### src/rtl/complex_fir_pkg.sv
// Shared definitions for the complex-sample AXI-Stream blocks.
// Contents: the sample width, the I/Q field positions, the 2-entry buffer
// occupancy encoding, the buffered beat payload and an I/Q swap helper.
package complex_fir_pkg;

  localparam int unsigned DATA_W = 64;
  localparam int unsigned STRB_W = DATA_W / 8;
  localparam int unsigned SCNT_W = 32;
  localparam int unsigned PCNT_W = 16;

  // I in the upper half, Q in the lower half
  localparam int unsigned I_MSB = 63;
  localparam int unsigned I_LSB = 32;
  localparam int unsigned Q_MSB = 31;
  localparam int unsigned Q_LSB = 0;

  typedef enum logic [1:0] {
    OCC_EMPTY = 2'd0,
    OCC_ONE   = 2'd1,
    OCC_TWO   = 2'd2
  } occ_e;

  typedef struct packed {
    logic              last;
    logic [DATA_W-1:0] data;
  } beat_t;

  // Exchange the I and Q fields of a sample
  function automatic logic [DATA_W-1:0] swap_iq(input logic [DATA_W-1:0] d);
    logic [DATA_W-1:0] r;
    r = '0;
    r[I_MSB:I_LSB] = d[Q_MSB:Q_LSB];
    r[Q_MSB:Q_LSB] = d[I_MSB:I_LSB];
    return r;
  endfunction

endpackage

### src/rtl/axis_skid2.sv
// Two-entry AXI-Stream output buffer for one fanout branch.
// Ports:
//   clk_i, rst_ni       clock, asynchronous active-low reset
//   push_i, data_i      write one beat (never asserted while full)
//   ready_i             downstream ready
//   valid_o, data_o     registered head-of-buffer beat
//   full_next_c_o       occupancy after this edge will be TWO (combinational)
module axis_skid2
  import complex_fir_pkg::*;
(
  input  logic  clk_i,
  input  logic  rst_ni,
  input  logic  push_i,
  input  beat_t data_i,
  input  logic  ready_i,
  output logic  valid_o,
  output beat_t data_o,
  output logic  full_next_c_o
);

  occ_e  state_q, state_d;
  beat_t head_q, head_d;
  beat_t tail_q, tail_d;
  logic  valid_q, valid_d;
  logic  pop_c;

  assign pop_c = valid_q & ready_i;

  // State and storage registers
  always_ff @(posedge clk_i or negedge rst_ni) begin
    if (!rst_ni) begin
      state_q <= OCC_EMPTY;
      head_q  <= '0;
      tail_q  <= '0;
      valid_q <= 1'b0;
    end else begin
      state_q <= state_d;
      head_q  <= head_d;
      tail_q  <= tail_d;
      valid_q <= valid_d;
    end
  end

  // Occupancy transitions; head always holds the oldest beat
  always_comb begin
    state_d = state_q;
    head_d  = head_q;
    tail_d  = tail_q;
    case (state_q)
      OCC_EMPTY: begin
        if (push_i) begin
          head_d  = data_i;
          state_d = OCC_ONE;
        end
      end
      OCC_ONE: begin
        if (push_i && pop_c) begin
          head_d = data_i;
        end else if (push_i) begin
          tail_d  = data_i;
          state_d = OCC_TWO;
        end else if (pop_c) begin
          state_d = OCC_EMPTY;
        end
      end
      OCC_TWO: begin
        if (pop_c) begin
          head_d  = tail_q;
          state_d = OCC_ONE;
        end
      end
      default: state_d = OCC_EMPTY;
    endcase
    valid_d = (state_d != OCC_EMPTY);
  end

  assign valid_o       = valid_q;
  assign data_o        = head_q;
  assign full_next_c_o = (state_d == OCC_TWO);

endmodule

### src/rtl/complex_fanout_axis.sv
// Broadcasts a complex-sample AXI-Stream to two branches, each with its
// own 2-entry buffer, and counts accepted beats and packets.
// Build option: COMPLEX_FANOUT_SWAP_EN puts {Q,I} on branch 1.
// Ports:
//   S_AXIS_ACLK, S_AXIS_ARESETN   clock, asynchronous active-low reset
//   S_AXIS_*                      upstream sample stream (TSTRB ignored)
//   M0_AXIS_*, M1_AXIS_*          branch outputs, TSTRB all ones
//   sample_count, packet_count    accepted beats / accepted TLAST beats
module complex_fanout_axis
  import complex_fir_pkg::*;
#(
  parameter int unsigned C_S_AXIS_TDATA_WIDTH = DATA_W
) (
  input  logic                              S_AXIS_ACLK,
  input  logic                              S_AXIS_ARESETN,
  input  logic                              S_AXIS_TVALID,
  output logic                              S_AXIS_TREADY,
  input  logic [C_S_AXIS_TDATA_WIDTH-1:0]   S_AXIS_TDATA,
  input  logic [C_S_AXIS_TDATA_WIDTH/8-1:0] S_AXIS_TSTRB,
  input  logic                              S_AXIS_TLAST,
  output logic                              M0_AXIS_TVALID,
  input  logic                              M0_AXIS_TREADY,
  output logic [C_S_AXIS_TDATA_WIDTH-1:0]   M0_AXIS_TDATA,
  output logic [C_S_AXIS_TDATA_WIDTH/8-1:0] M0_AXIS_TSTRB,
  output logic                              M0_AXIS_TLAST,
  output logic                              M1_AXIS_TVALID,
  input  logic                              M1_AXIS_TREADY,
  output logic [C_S_AXIS_TDATA_WIDTH-1:0]   M1_AXIS_TDATA,
  output logic [C_S_AXIS_TDATA_WIDTH/8-1:0] M1_AXIS_TSTRB,
  output logic                              M1_AXIS_TLAST,
  output logic [SCNT_W-1:0]                 sample_count,
  output logic [PCNT_W-1:0]                 packet_count
);

  logic              tready_q;
  logic [SCNT_W-1:0] sample_cnt_q;
  logic [PCNT_W-1:0] pkt_cnt_q;
  logic              accept_c;
  beat_t             in0_c, in1_c, out0_c, out1_c;
  logic              full0_c, full1_c;
  logic              unused_strb;

  assign unused_strb = ^S_AXIS_TSTRB;
  assign accept_c    = S_AXIS_TVALID & tready_q;

  // Branch payloads; only branch 1 may carry swapped I/Q
  always_comb begin
    in0_c.last = S_AXIS_TLAST;
    in0_c.data = DATA_W'(S_AXIS_TDATA);
    in1_c.last = S_AXIS_TLAST;
`ifdef COMPLEX_FANOUT_SWAP_EN
    in1_c.data = swap_iq(DATA_W'(S_AXIS_TDATA));
`else
    in1_c.data = DATA_W'(S_AXIS_TDATA);
`endif
  end

  axis_skid2 u_skid0 (
    .clk_i         (S_AXIS_ACLK),
    .rst_ni        (S_AXIS_ARESETN),
    .push_i        (accept_c),
    .data_i        (in0_c),
    .ready_i       (M0_AXIS_TREADY),
    .valid_o       (M0_AXIS_TVALID),
    .data_o        (out0_c),
    .full_next_c_o (full0_c)
  );

  axis_skid2 u_skid1 (
    .clk_i         (S_AXIS_ACLK),
    .rst_ni        (S_AXIS_ARESETN),
    .push_i        (accept_c),
    .data_i        (in1_c),
    .ready_i       (M1_AXIS_TREADY),
    .valid_o       (M1_AXIS_TVALID),
    .data_o        (out1_c),
    .full_next_c_o (full1_c)
  );

  // Ready is registered from next occupancy, so it stays low until the
  // first edge after reset release and has no path from branch TREADY.
  always_ff @(posedge S_AXIS_ACLK or negedge S_AXIS_ARESETN) begin
    if (!S_AXIS_ARESETN) begin
      tready_q <= 1'b0;
    end else begin
      tready_q <= ~(full0_c | full1_c);
    end
  end

  // Beat and packet counters, wrapping naturally
  always_ff @(posedge S_AXIS_ACLK or negedge S_AXIS_ARESETN) begin
    if (!S_AXIS_ARESETN) begin
      sample_cnt_q <= '0;
      pkt_cnt_q    <= '0;
    end else if (accept_c) begin
      sample_cnt_q <= sample_cnt_q + SCNT_W'(1);
      if (S_AXIS_TLAST) begin
        pkt_cnt_q <= pkt_cnt_q + PCNT_W'(1);
      end
    end
  end

  assign S_AXIS_TREADY = tready_q;
  assign M0_AXIS_TDATA = C_S_AXIS_TDATA_WIDTH'(out0_c.data);
  assign M0_AXIS_TLAST = out0_c.last;
  assign M0_AXIS_TSTRB = '1;
  assign M1_AXIS_TDATA = C_S_AXIS_TDATA_WIDTH'(out1_c.data);
  assign M1_AXIS_TLAST = out1_c.last;
  assign M1_AXIS_TSTRB = '1;
  assign sample_count  = sample_cnt_q;
  assign packet_count  = pkt_cnt_q;

endmodule

### config.mk
export PLATFORM = sky130hd
export DESIGN_NAME = complex_fanout_axis
export DESIGN_NICKNAME = d
export VERILOG_FILES = /design/src/rtl/complex_fir_pkg.sv /design/src/rtl/axis_skid2.sv /design/src/rtl/complex_fanout_axis.sv
export SDC_FILE = /design/constraint.sdc
export NUM_CORES = 1
export LEC_CHECK = 0
export ABC_AREA = 1
export CORE_AREA = 2 2 167 185
export DETAILED_ROUTE_END_ITERATION = 7
export DIE_AREA = 0 0 169 187
export PLACE_DENSITY = 0.76
export SLEW_MARGIN = 20
export SYNTH_ARGS = -nofsm -noshare
export SYNTH_HDL_FRONTEND = slang
export SYNTH_SLANG_ARGS = --single-unit
export TNS_END_PERCENT = 5
### constraint.sdc
create_clock -name S_AXIS_ACLK -period 1.3 [get_ports S_AXIS_ACLK]
set_input_delay 0.26 -clock S_AXIS_ACLK [delete_from_list [all_inputs] [get_ports S_AXIS_ACLK]]
set_output_delay 0.26 -clock S_AXIS_ACLK [all_outputs]
set_load 0.005 [all_outputs]
* Word-level counts from Yosys, hierarchy flattened
Index checks and enable logic that the tools add are counted.
Storage, ports and cells: output and inout port bits 197, bits in read-only memories 0, register bits after elaboration 315, bits in latches 0, RAM bits 0, word-level logic and storage cells 68, memories 0, bits of input ports 78
Operators by class: $mul 0, bitwise gates (word level) 7, shifts and indexed selects 0, mux-type cells 19, add/sub/neg operators 2, equal/unequal tests 12, divide/modulo/power cells 0, order comparisons 0, reductions and logical operators 13
Operators with widths (count):
- 65-bit case mux with 3 select lines | 2
- 65-bit two-way mux | 5
- 32-bit by 1-bit adder with 32-bit output (second input constant) | 1
- 2-bit two-way mux | 10
- 16-bit by 1-bit adder with 16-bit output (second input constant) | 1
- 2-bit case mux with 3 select lines | 2
- 2-bit by 1-bit inequality test with 1-bit output (second input constant) | 5
- 2-bit equality test (second input constant) | 4
- 4-bit AND reduction | 2
- 3-bit AND reduction | 2
- 3-bit nonzero test | 2
- 2-bit by 1-bit equality test with 1-bit output (second input constant) | 2
- 2-bit zero test | 2
- 2-bit nonzero test | 2
- 1-bit bitwise AND | 3
- 1-bit inverter | 3
- 1-bit logical AND | 2
- 2-bit inequality test (second input constant) | 1
- 2-bit AND reduction | 1
- 1-bit OR | 1

* Longest topological paths before layout
word-level depth 8, mapped depth 9, mapped depth without buffers 9

* Hierarchy
A second synthesis with hierarchy kept.
Unflattened totals: cells, all modules 1925, area total of the unflattened synthesis 15199.6 sq um
Modules (own cells, without submodules):
- axis_skid2 | area each 6165.9 sq um, instances 2, sequential area each 3328.2 sq um, cells an instance 791
- complex_fanout_axis | area each 2867.8 sq um, instances 1, sequential area each 1226.2 sq um, cells an instance 343

* Least setup slack after synthesis
Ideal clock, no wire load.
kind register to register, from reg tready_q (netlist: S_AXIS_TREADY), to reg u_skid0.head_q, in the netlist u_skid0.data_o[10], arrival 1.349 ns, period minus slack after synthesis 1.468 ns, data required time 1.181 ns, setup time 0.119 ns, path slack -0.168 ns, stages on the path, launching flop included 8, path buffers 2, cells stage by stage dfrtp_1 > nand2_2 > inv_2 > nor2_1 > nor2_2 > buf_4 > buf_2 > o21a_1
Between the ends: word-level cells in the longest chain between the ends 4, elaborated cells between the ends (all ways) 5
RTL lines:
- start: declaration | line complex_fanout_axis.sv:35 | logic tready_q;
- start signal: assignment | line complex_fanout_axis.sv:86 | tready_q <= ~(full0_c | full1_c);
- 1-bit bitwise AND (*) | line complex_fanout_axis.sv:44 | assign accept_c = S_AXIS_TVALID & tready_q;
- 1-bit logical AND | line axis_skid2.sv:57 | if (push_i && pop_c) begin
- 2-bit by 1-bit inequality test with 1-bit output (no line)
- 4-bit AND reduction (no line) (*)
- end signal: assignment | line axis_skid2.sv:33 | head_q <= '0;
- end signal: assignment | line axis_skid2.sv:38 | head_q <= head_d;
- end: declaration | line axis_skid2.sv:22 | beat_t head_q, head_d;
Every way passes the cells marked *; elsewhere a longest branch is shown, timed or not. A chain may end at the register's enable or synchronous reset.

* Worst setup path after layout
from reg sample_cnt_q[6] (netlist: sample_count[6]), to reg sample_cnt_q[30] (netlist: sample_count[30])
Between the ends: word-level cells in the longest chain between the ends 1
RTL lines:
- start: declaration | line complex_fanout_axis.sv:36 | logic [SCNT_W-1:0] sample_cnt_q;
- start signal: assignment | line complex_fanout_axis.sv:96 | sample_cnt_q <= sample_cnt_q + SCNT_W'(1);
- 32-bit by 1-bit adder with 32-bit output | line complex_fanout_axis.sv:96
No other way between the ends.

==> results.toml <==
[logic_synthesis]
ys_seq_area_share_pct = 57.1
synth_cell_types = 28
ys_warn_count = 0
syn_area_per_cell_um2 = 8.82
syn_inst = 1565
yosys_register_bits = 315
synth_area_um2 = 13800
synth.area.top_cells = "dfrtp_1, nand2_1, o21ai_0, o21a_1, inv_1"
synth_area_leader_cell = "dfrtp_1"
synth_top_area_share_pct = 57.1

[floorplanning]
die-area_um2 = 31600
core_area_um2 = 30000
fp-row-count = 67
die_w_um = 169
ios = 275
start_util_pct = 46.0
die_h_um = 187

[worst_setup_path]
required_ps = 1700
rr_worst_depth = 10
cp_max_fo = 3
critPathKind = "register to register"
r2r-end = "sample_count[30]$_DFFE_PN0P_"
rrSetupSlack_ps = -280
cp_data_arrival_time_ps = 1980
crit_path_end_kind = "register"
timing.rr.start = "sample_count[6]$_DFFE_PN0P_"
cp-start-kind = "register"

[layout]
syn2layout_area_growth_pct = 37.8
drive_above_1_share_pct = 26.7
fin_cells = 2389
stdcell_area_um2 = 19000
final_core_util_pct = 63.4
nets = 2065

[placement]
place_area_um2 = 17600
port_buffers = 250
gp_congestion = 0.900
hpwlAfterDp_mm = 24.6
dp_cells = 2238

[timing]
period_share_pct = 121
fin_tns_setup_ps = -36510
drv_slew = 0
min_period_ps = 1580
rsz0062_at_grt = "true"
skew_ps = 11.9
fmax_ghz = 0.633
layout_setup_ws_ps = -279
setup_viol_count_final = 336
hold_viol = 0

[run_status]
failed_checks = "setup timing"
status = "finished with violations"

[global_route]
grt_max_degree = 56
grt_pass1_vias = 12100
grt_pass1_wl_mm = 61.3
antenna_found_initial = 1
track_usage_pct = 23.8
overflow = 0

[cts]
clk_latency_ps = 500
numCtsBuffers = 35
clk_pin_slew_ps = 60
cts_buffer_depth = 3
root_buffer = "clkbuf_16"
cts_tree = "built"
htree_levels = 2
cts_sinks = 315

[power]
vdd_ir_drop_max_uv = 1200
power_density_nw_per_um2 = 2270
p_leak_nw = 9.60
finalPower_mw = 43.3

[run]
maxCapViolCount = 0

[drt]
antenna_left = 0
viasPerCell = 5.10
drt-wirelength-per-cell_um = 16.0
via_count = 12200
wl_mm = 38.2
route.detailed.drc = 0
first_pass_iters = 5
drt_iter0_drc = 970

[worst_hold_path]
hp-class = "input port to asynchronous set/reset pin"
[Yosys cell counts]
cell	instances
nand3_1	22
nor3_1	3
nor2_1	57
nor3_4	1
conb_1	1
nand2_2	3
buf_2	38
inv_2	1
and2_1	1
xnor2_1	13
nor2_2	2
nand3_2	1
buf_6	9
inv_1	113
o21ai_0	265
xor2_1	22
buf_1	1
or2_1	1
nand2_1	494
ha_1	2
buf_4	19
nand4_1	13
clkbuf_1	34
a21oi_1	2
o21ai_1	42
o21ai_2	25
dfrtp_1	315
o21a_1	65
[report_power, final]
group / switching (mW) / total [mW] / internal [mW]
Combinational: 8.75 / 16.8 / 8.04
Clock: 3.83 / 9.90 / 6.06
Sequential: 2.61 / 16.6 / 14.0
Total: 15.2 / 43.3 / 28.1
[final cells by class]
cell class / instances / area [µm²]
fill: 2492 / 11000
sequential: 315 / 7880
multi-input combinational: 1050 / 5250
timing repair buffer: 469 / 3840
clock buffer: 57 / 1080
tap: 379 / 474
inverter: 114 / 428
clock inverter: 4 / 72.6
antenna: 1 / 2.50
[stage by stage]
stage | setup WS (ps) | hold WS, ps
floorplan | -112 | -35.6
global placement | -500 | 146
detailed placement | -551 | 140
CTS | -183 | 214
global route | -354 | 219
finish | -279 | 218
[kinds of logic after synthesis]
family	count (synthesis)	synth area share [%]
simple gates	598	17.0
other cells	1	0.0272
flops	315	57.1
xor+xnor	35	2.22
buf+inv	215	7.19
fa+ha+maj	2	0.181
compound gates	399	16.3
[per-layer routing]
layer / vias up / global-route usage [%] / wire (µm)
met3: 84 / 3.68 / 2110
met5: - / 0 / 0
met2: 432 / 39.6 / 18900
met1: 5840 / 31.8 / 16100
met4: 0 / 8.25 / 1100
li1: 5828 / - / -
[registers in the layout, indices dropped and copies added (netlist names)]
register and count:
u_skid0.data_o 65, u_skid1.data_o 65, u_skid1.state_q 2, u_skid1.tail_q 65, u_skid0.tail_q 65, u_skid0.valid_o 1
packet_count 16, sample_count 32, S_AXIS_TREADY 1, u_skid0.state_q 2, u_skid1.valid_o 1
[worst max path at each step]
stage	slack (ps)	startpoint	end
2_1_floorplan	-110	u_skid1.state_q[1]$_DFF_PN0_	u_skid1.data_o[0]$_DFFE_PN0P_
3_3_place_gp	-500	S_AXIS_TVALID	u_skid0.data_o[16]$_DFFE_PN0P_
3_5_place_dp	-550	S_AXIS_TVALID	u_skid0.data_o[35]$_DFFE_PN0P_
4_1_cts	-180	S_AXIS_TREADY$_DFF_PN0_	packet_count[9]$_DFFE_PN0P_
5_1_grt	-350	sample_count[6]$_DFFE_PN0P_	sample_count[30]$_DFFE_PN0P_
6_report	-280	sample_count[6]$_DFFE_PN0P_	sample_count[30]$_DFFE_PN0P_
[repair_timing]
action / 4_1_cts / 5_1_grt
setup endpoints to repair: 478 / 484
pin swaps: 6 / 17
setup buffers: 75 / 13
resized for setup: 554 / 182
hold buffers: 1 / 0
hold endpoints to repair: 315 / 0
[layout by cell type, fill, tap and decap left out, types with 25 or more instances in the layout]
cell type	n
o21ai_1	62
inv_1	110
nand2_1	484
buf_12	26
clkbuf_16	37
dfrtp_1	314
buf_2	37
clkdlybuf4s50_1	68
clkbuf_2	119
o21ai_2	25
buf_4	162
o21ai_0	244
o21a_1	65
nor2_1	32
buf_6	55
[critical path, cell delays in order, from the launching register on]
cell and delay [ps]:
dfrtp_1 380, buf_4 150, nand2_1 110, buf_4 160, nor2_2 110, nand3_2 130
nor2_1 130, buf_4 150, nand3_2 60, nand2_1 60, inv_1 30
No activity file was read; power rests on OpenSTA's default activity.
